$ cat src/rtl/div3_pkg.sv
// Shared types for the divide-by-3 serializer: FSM states and the mod-3 remainder.
package div3_pkg;

  typedef enum logic [1:0] {
    IDLE  = 2'd0,
    SHIFT = 2'd1,
    DONE  = 2'd2
  } state_t;

  typedef logic [1:0] rem_t;

  localparam rem_t REM_ZERO = 2'd0;

endpackage

$ cat src/rtl/div3_rem_step.sv
// One step of MSB-first long division by 3: folds one bit into the running remainder.
module div3_rem_step
  import div3_pkg::*;
(
  input  logic [1:0] rem,
  input  logic       din,
  output logic [1:0] rem_next,
  output logic       q_bit
);

  // t = 2*rem + din ranges 0..5; encode t mod 3 and (t >= 3) directly.
  always_comb begin
    rem_next = REM_ZERO;
    q_bit    = 1'b0;
    case ({rem, din})
      3'b000: begin rem_next = 2'd0; q_bit = 1'b0; end
      3'b001: begin rem_next = 2'd1; q_bit = 1'b0; end
      3'b010: begin rem_next = 2'd2; q_bit = 1'b0; end
      3'b011: begin rem_next = 2'd0; q_bit = 1'b1; end
      3'b100: begin rem_next = 2'd1; q_bit = 1'b1; end
      3'b101: begin rem_next = 2'd2; q_bit = 1'b1; end
      default: begin rem_next = REM_ZERO; q_bit = 1'b0; end
    endcase
  end

endmodule

$ cat src/rtl/div3_serializer.sv
// Parallel-to-serial shifter (MSB first) that computes the quotient and remainder
// of the frame divided by 3 on the fly, one bit per clock.
module div3_serializer
  import div3_pkg::*;
#(
  parameter int WIDTH = 8
) (
  input  logic             clk,
  input  logic             reset,
  input  logic             in_valid,
  output logic             in_ready,
  input  logic [WIDTH-1:0] in_data,
  output logic             dout,
  output logic             dout_valid,
  output logic             dout_last,
  output logic             q_bit,
  output logic [1:0]       rem,
  output logic             done,
  output logic             div3
);

  localparam int CNT_W = (WIDTH > 1) ? $clog2(WIDTH) : 1;
  localparam logic [CNT_W-1:0] CNT_LOAD = CNT_W'(WIDTH - 1);

  state_t           state_reg;
  state_t           state_next;
  logic [WIDTH-1:0] shift_reg;
  logic [CNT_W-1:0] cnt_reg;
  rem_t             rem_reg;
  rem_t             step_rem;
  logic             step_q;
  logic             cnt_zero;

  assign cnt_zero = (cnt_reg == '0);

  div3_rem_step u_step (
    .rem      (rem_reg),
    .din      (shift_reg[WIDTH-1]),
    .rem_next (step_rem),
    .q_bit    (step_q)
  );

  always_ff @(posedge clk or posedge reset) begin
    if (reset) begin
      state_reg <= IDLE;
    end else begin
      state_reg <= state_next;
    end
  end

  always_ff @(posedge clk or posedge reset) begin
    if (reset) begin
      shift_reg <= '0;
      cnt_reg   <= '0;
      rem_reg   <= REM_ZERO;
    end else begin
      case (state_reg)
        IDLE: begin
          if (in_valid) begin
            shift_reg <= in_data;
            cnt_reg   <= CNT_LOAD;
            rem_reg   <= REM_ZERO;
          end
        end
        SHIFT: begin
          shift_reg <= {shift_reg[WIDTH-2:0], 1'b0};
          rem_reg   <= step_rem;
          if (!cnt_zero) begin
            cnt_reg <= cnt_reg - 1'b1;
          end
        end
        default: begin
          shift_reg <= shift_reg;
        end
      endcase
    end
  end

  always_comb begin
    state_next = state_reg;
    case (state_reg)
      IDLE:    if (in_valid) state_next = SHIFT;
      SHIFT:   if (cnt_zero) state_next = DONE;
      DONE:    state_next = IDLE;
      default: state_next = IDLE;
    endcase
  end

  // in_ready is gated by reset so it reads 0 for the whole reset window.
  always_comb begin
    in_ready   = 1'b0;
    dout       = 1'b0;
    dout_valid = 1'b0;
    dout_last  = 1'b0;
    q_bit      = 1'b0;
    done       = 1'b0;
    div3       = 1'b0;
    case (state_reg)
      IDLE: begin
        in_ready = ~reset;
      end
      SHIFT: begin
        dout       = shift_reg[WIDTH-1];
        dout_valid = 1'b1;
        dout_last  = cnt_zero;
        q_bit      = step_q;
      end
      DONE: begin
        done = 1'b1;
        div3 = (rem_reg == REM_ZERO);
      end
      default: begin
        in_ready = 1'b0;
      end
    endcase
  end

  assign rem = rem_reg;

endmodule

$ cat config.mk
export PLATFORM = sky130hd
export DESIGN_NAME = div3_serializer
export DESIGN_NICKNAME = d
export VERILOG_FILES = /design/src/rtl/div3_pkg.sv /design/src/rtl/div3_rem_step.sv /design/src/rtl/div3_serializer.sv
export SDC_FILE = /design/constraint.sdc
export NUM_CORES = 1
export LEC_CHECK = 0
export ABC_AREA = 1
export ABC_CLOCK_PERIOD_IN_PS = 3100
export CAP_MARGIN = 20
export CORE_MARGIN = 4
export CORE_UTILIZATION = 51
export DETAILED_ROUTE_END_ITERATION = 6
export PLACE_DENSITY_LB_ADDON = 0.2
export SYNTH_ARGS = -nofsm -noshare
export SYNTH_HDL_FRONTEND = slang
export SYNTH_SLANG_ARGS = --single-unit
export TNS_END_PERCENT = 1
$ cat constraint.sdc
create_clock -name clk -period 3.1 [get_ports clk]
set_input_delay 0.31 -clock clk [delete_from_list [all_inputs] [get_ports clk]]
set_output_delay 0.31 -clock clk [all_outputs]
set_load 0.02 [all_outputs]
==> summary.txt <==
Clock network
  – Post-CTS setup buffer count: 0
  – Clk Latency, worst-skew pair: 0.28 ns
  – Hold buffers post-CTS: 0
  – Clock tree buffer depth: 2
  – Num CTS Buffers: 3
  – Num Clock Sinks: 15
  – CTS tree: done
  – CTS resizes: 0
  – Worst-path clk slew: 0.08 ns
  – Htree depth: 1
  – Clock Tree Root: clkbuf_4

Synth
  – Synthesized area per cell: 7.122 um^2
  – Register area share after synthesis: 0.4505
  – Syn nets: 130
  – Post-Syn Area: 833.3 um^2
  – Syn Inst Count: 117
  – Ys flop type: dfrtp_1
  – Synth cell types: 17
  – Yosys reg bits: 15
  – Asr flop ratio synth: 1.000
  – Synth warn: 0
  – Post-synth EDFFs: 0

Setup path
  – Worst R2R Path Depth: 4
  – Worst path arrival time: 2.09 ns
  – R2R Path Start: state_reg[0]
  – Crit path kind: reg -> out
  – RR Endpoint: shift_reg[2]
  – Critical path origin: state_reg[0]
  – Crit path required time: 2.79 ns
  – CP max FO: 14
  – R2R setup slack: 1.42 ns
  – Endpoint class of the critical path: output pin
  – Startpoint types: register

Floorplan
  – Cell Rows: 14
  – # IOs: 20
  – Die height: 48.42 um
  – Die ar.: 0.002345 mm^2
  – Core footprint: 0.001524 mm^2
  – Die width: 48.42 um
  – Initial core utilization: 0.5468

Flow run
  – Number of max-cap violations: 0

Power and ir drop
  – Power per cell area: 1023 mW/mm^2
  – Maximum vdd ir drop: 0.7440 mV
  – Leakage: 0.0005695 uW

Final layout
  – Fin nets: 152
  – Multi-input combinational cell area: 399.1 um^2
  – Antenna cell count: 0
  – Design area: 0.001060 mm^2
  – Max reg flops: 8
  – Area growth from synthesis to layout: 27.18%
  – FF/Latch Area: 375.4 um^2
  – Fillers: 132
  – Fraction of layout cells with a size suffix above 1: 0.06522

Timing
  – Fin. Hold Viols: 0
  – Final Setup Violations: 0
  – Minimum clock period: 2.404 ns
  – Clock Skew: 0.001433 ns
  – Max Fclk: 0.4160 GHz
  – Slew @ Worst Pin: 0.5766 ns
  – Max transition margin: 0.6151
  – Max Slew Vio Count: 0
  – Setup TNS: 0 ns
  – RSZ-0062 raised after global routing: no
  – Tcrit/Tclk final: 0.7754

Status
  – Outcome: finished, final reports clean

GRT
  – Vias in the first global route: 746
  – Initial antenna violation count: 0
  – Pin count of the biggest net entering global routing: 16
  – First-pass GRT wire length: 3256 um
  – Total grt overflow: 0
  – Total GRT Usage: 0.1737

Route
  – Vias: 792
  – # DRC: 0
  – Final ANT Viol Nets: 0
  – Average wire per standard cell: 12.91 um
  – 1st-iter DRT viols: 26
  – Routed wire length: 1988 um
  – Vias per cell: 5.143
  – First-pass detailed-route iteration total: 5

Placement
  – DP Area: 0.001033 mm^2
  – Post-DP HPWL: 1465 um
  – I/O Buffers: 19
  – Routability congestion estimate from global placement: 0.7742

Hold path
  – Worst Hold Class: in -> async
## final cells by class
class                           instances  area share
Sequential cell                        15      0.3542
Clock buffer                            4     0.02479
Timing Repair Buffer                   20      0.1865
Multi-Input combinational cell         88      0.3766
Inverter                               11     0.03896
Tap cell                               16     0.01889
## cell usage after synthesis (2+ instances only)
master   count  area (um^2)
nand2_1     58        217.7
dfrtp_1     15        375.4
nand3_1     13        65.06
inv_1       10        37.54
nor2_1       5        18.77
buf_2        2        10.01
ha_1         2        25.02
nand2_4      2        22.52
o21ai_0      2        10.01
## layer usage
metal	vias to the layer above	global-route usage	wire [um]
li1	405	-	-
met1	355	0.2102	906
met2	25	0.3000	961
met3	7	0.02147	78
met4	0	0.08295	42
met5	-	0	0
## logic make-up after synthesis
group,count (synthesis),synth area share
simple gates,83,0.4309
compound gates,3,0.01801
flops,15,0.4505
fa+ha+maj,2,0.03003
buf+inv,14,0.07057
## how the worst max path moves through the flow
stage                        to  depth (start not counted)
after floorplan            div3                          2
after global placement    q_bit                          5
after detailed placement  q_bit                          5
after CTS                 q_bit                          5
after global routing      q_bit                          5
final                     q_bit                          5
## stage by stage
stage / utilization / setup slack [ns] / hold slack [ns] / instances / power (uW)
after floorplan: - / 1.450 / 0.2115 / 117 / 776.2
after detailed placement: 0.6782 / 1.041 / 0.4683 / 150 / 968.8
after global routing: 0.6954 / 0.6063 / 0.4760 / 154 / 1178
after CTS: 0.6954 / 0.7027 / 0.4433 / 154 / 1086
after global placement: 0.6782 / 1.073 / 0.4642 / 150 / 937.8
final: 0.6954 / 0.6963 / 0.4250 / 154 / 1084
## critical path, stage by stage (launching register included)
cell and delay (ns):
dfrtp_1 0.67, inv_2 0.09, nor2_4 0.20, o21ai_0 0.12, a21oi_1 0.12, clkdlybuf4s50_1 0.61
## report_power, final
| part | switching (uW) | leakage [uW] | internal (uW) |
|---|---|---|---|
| logic | 366 | 0.000368 | 232 |
| clock network | 61.5 | 0.0000150 | 50.1 |
| registers | 90.0 | 0.000186 | 284 |
## cell usage in the layout (no fill, tap or decap)
cell type	instances
nor3_1	1
nand4_1	1
nand2_2	1
nand3_1	13
a21oi_1	1
nand2_4	2
nor4_1	1
inv_1	10
inv_2	1
ha_1	2
clkbuf_1	1
clkbuf_4	3
nand2_1	58
buf_4	1
o21ai_0	2
clkdlybuf4s50_1	19
nor2_1	5
nor2_4	1
dfrtp_1	15
Power figures use the tool's default switching activity.
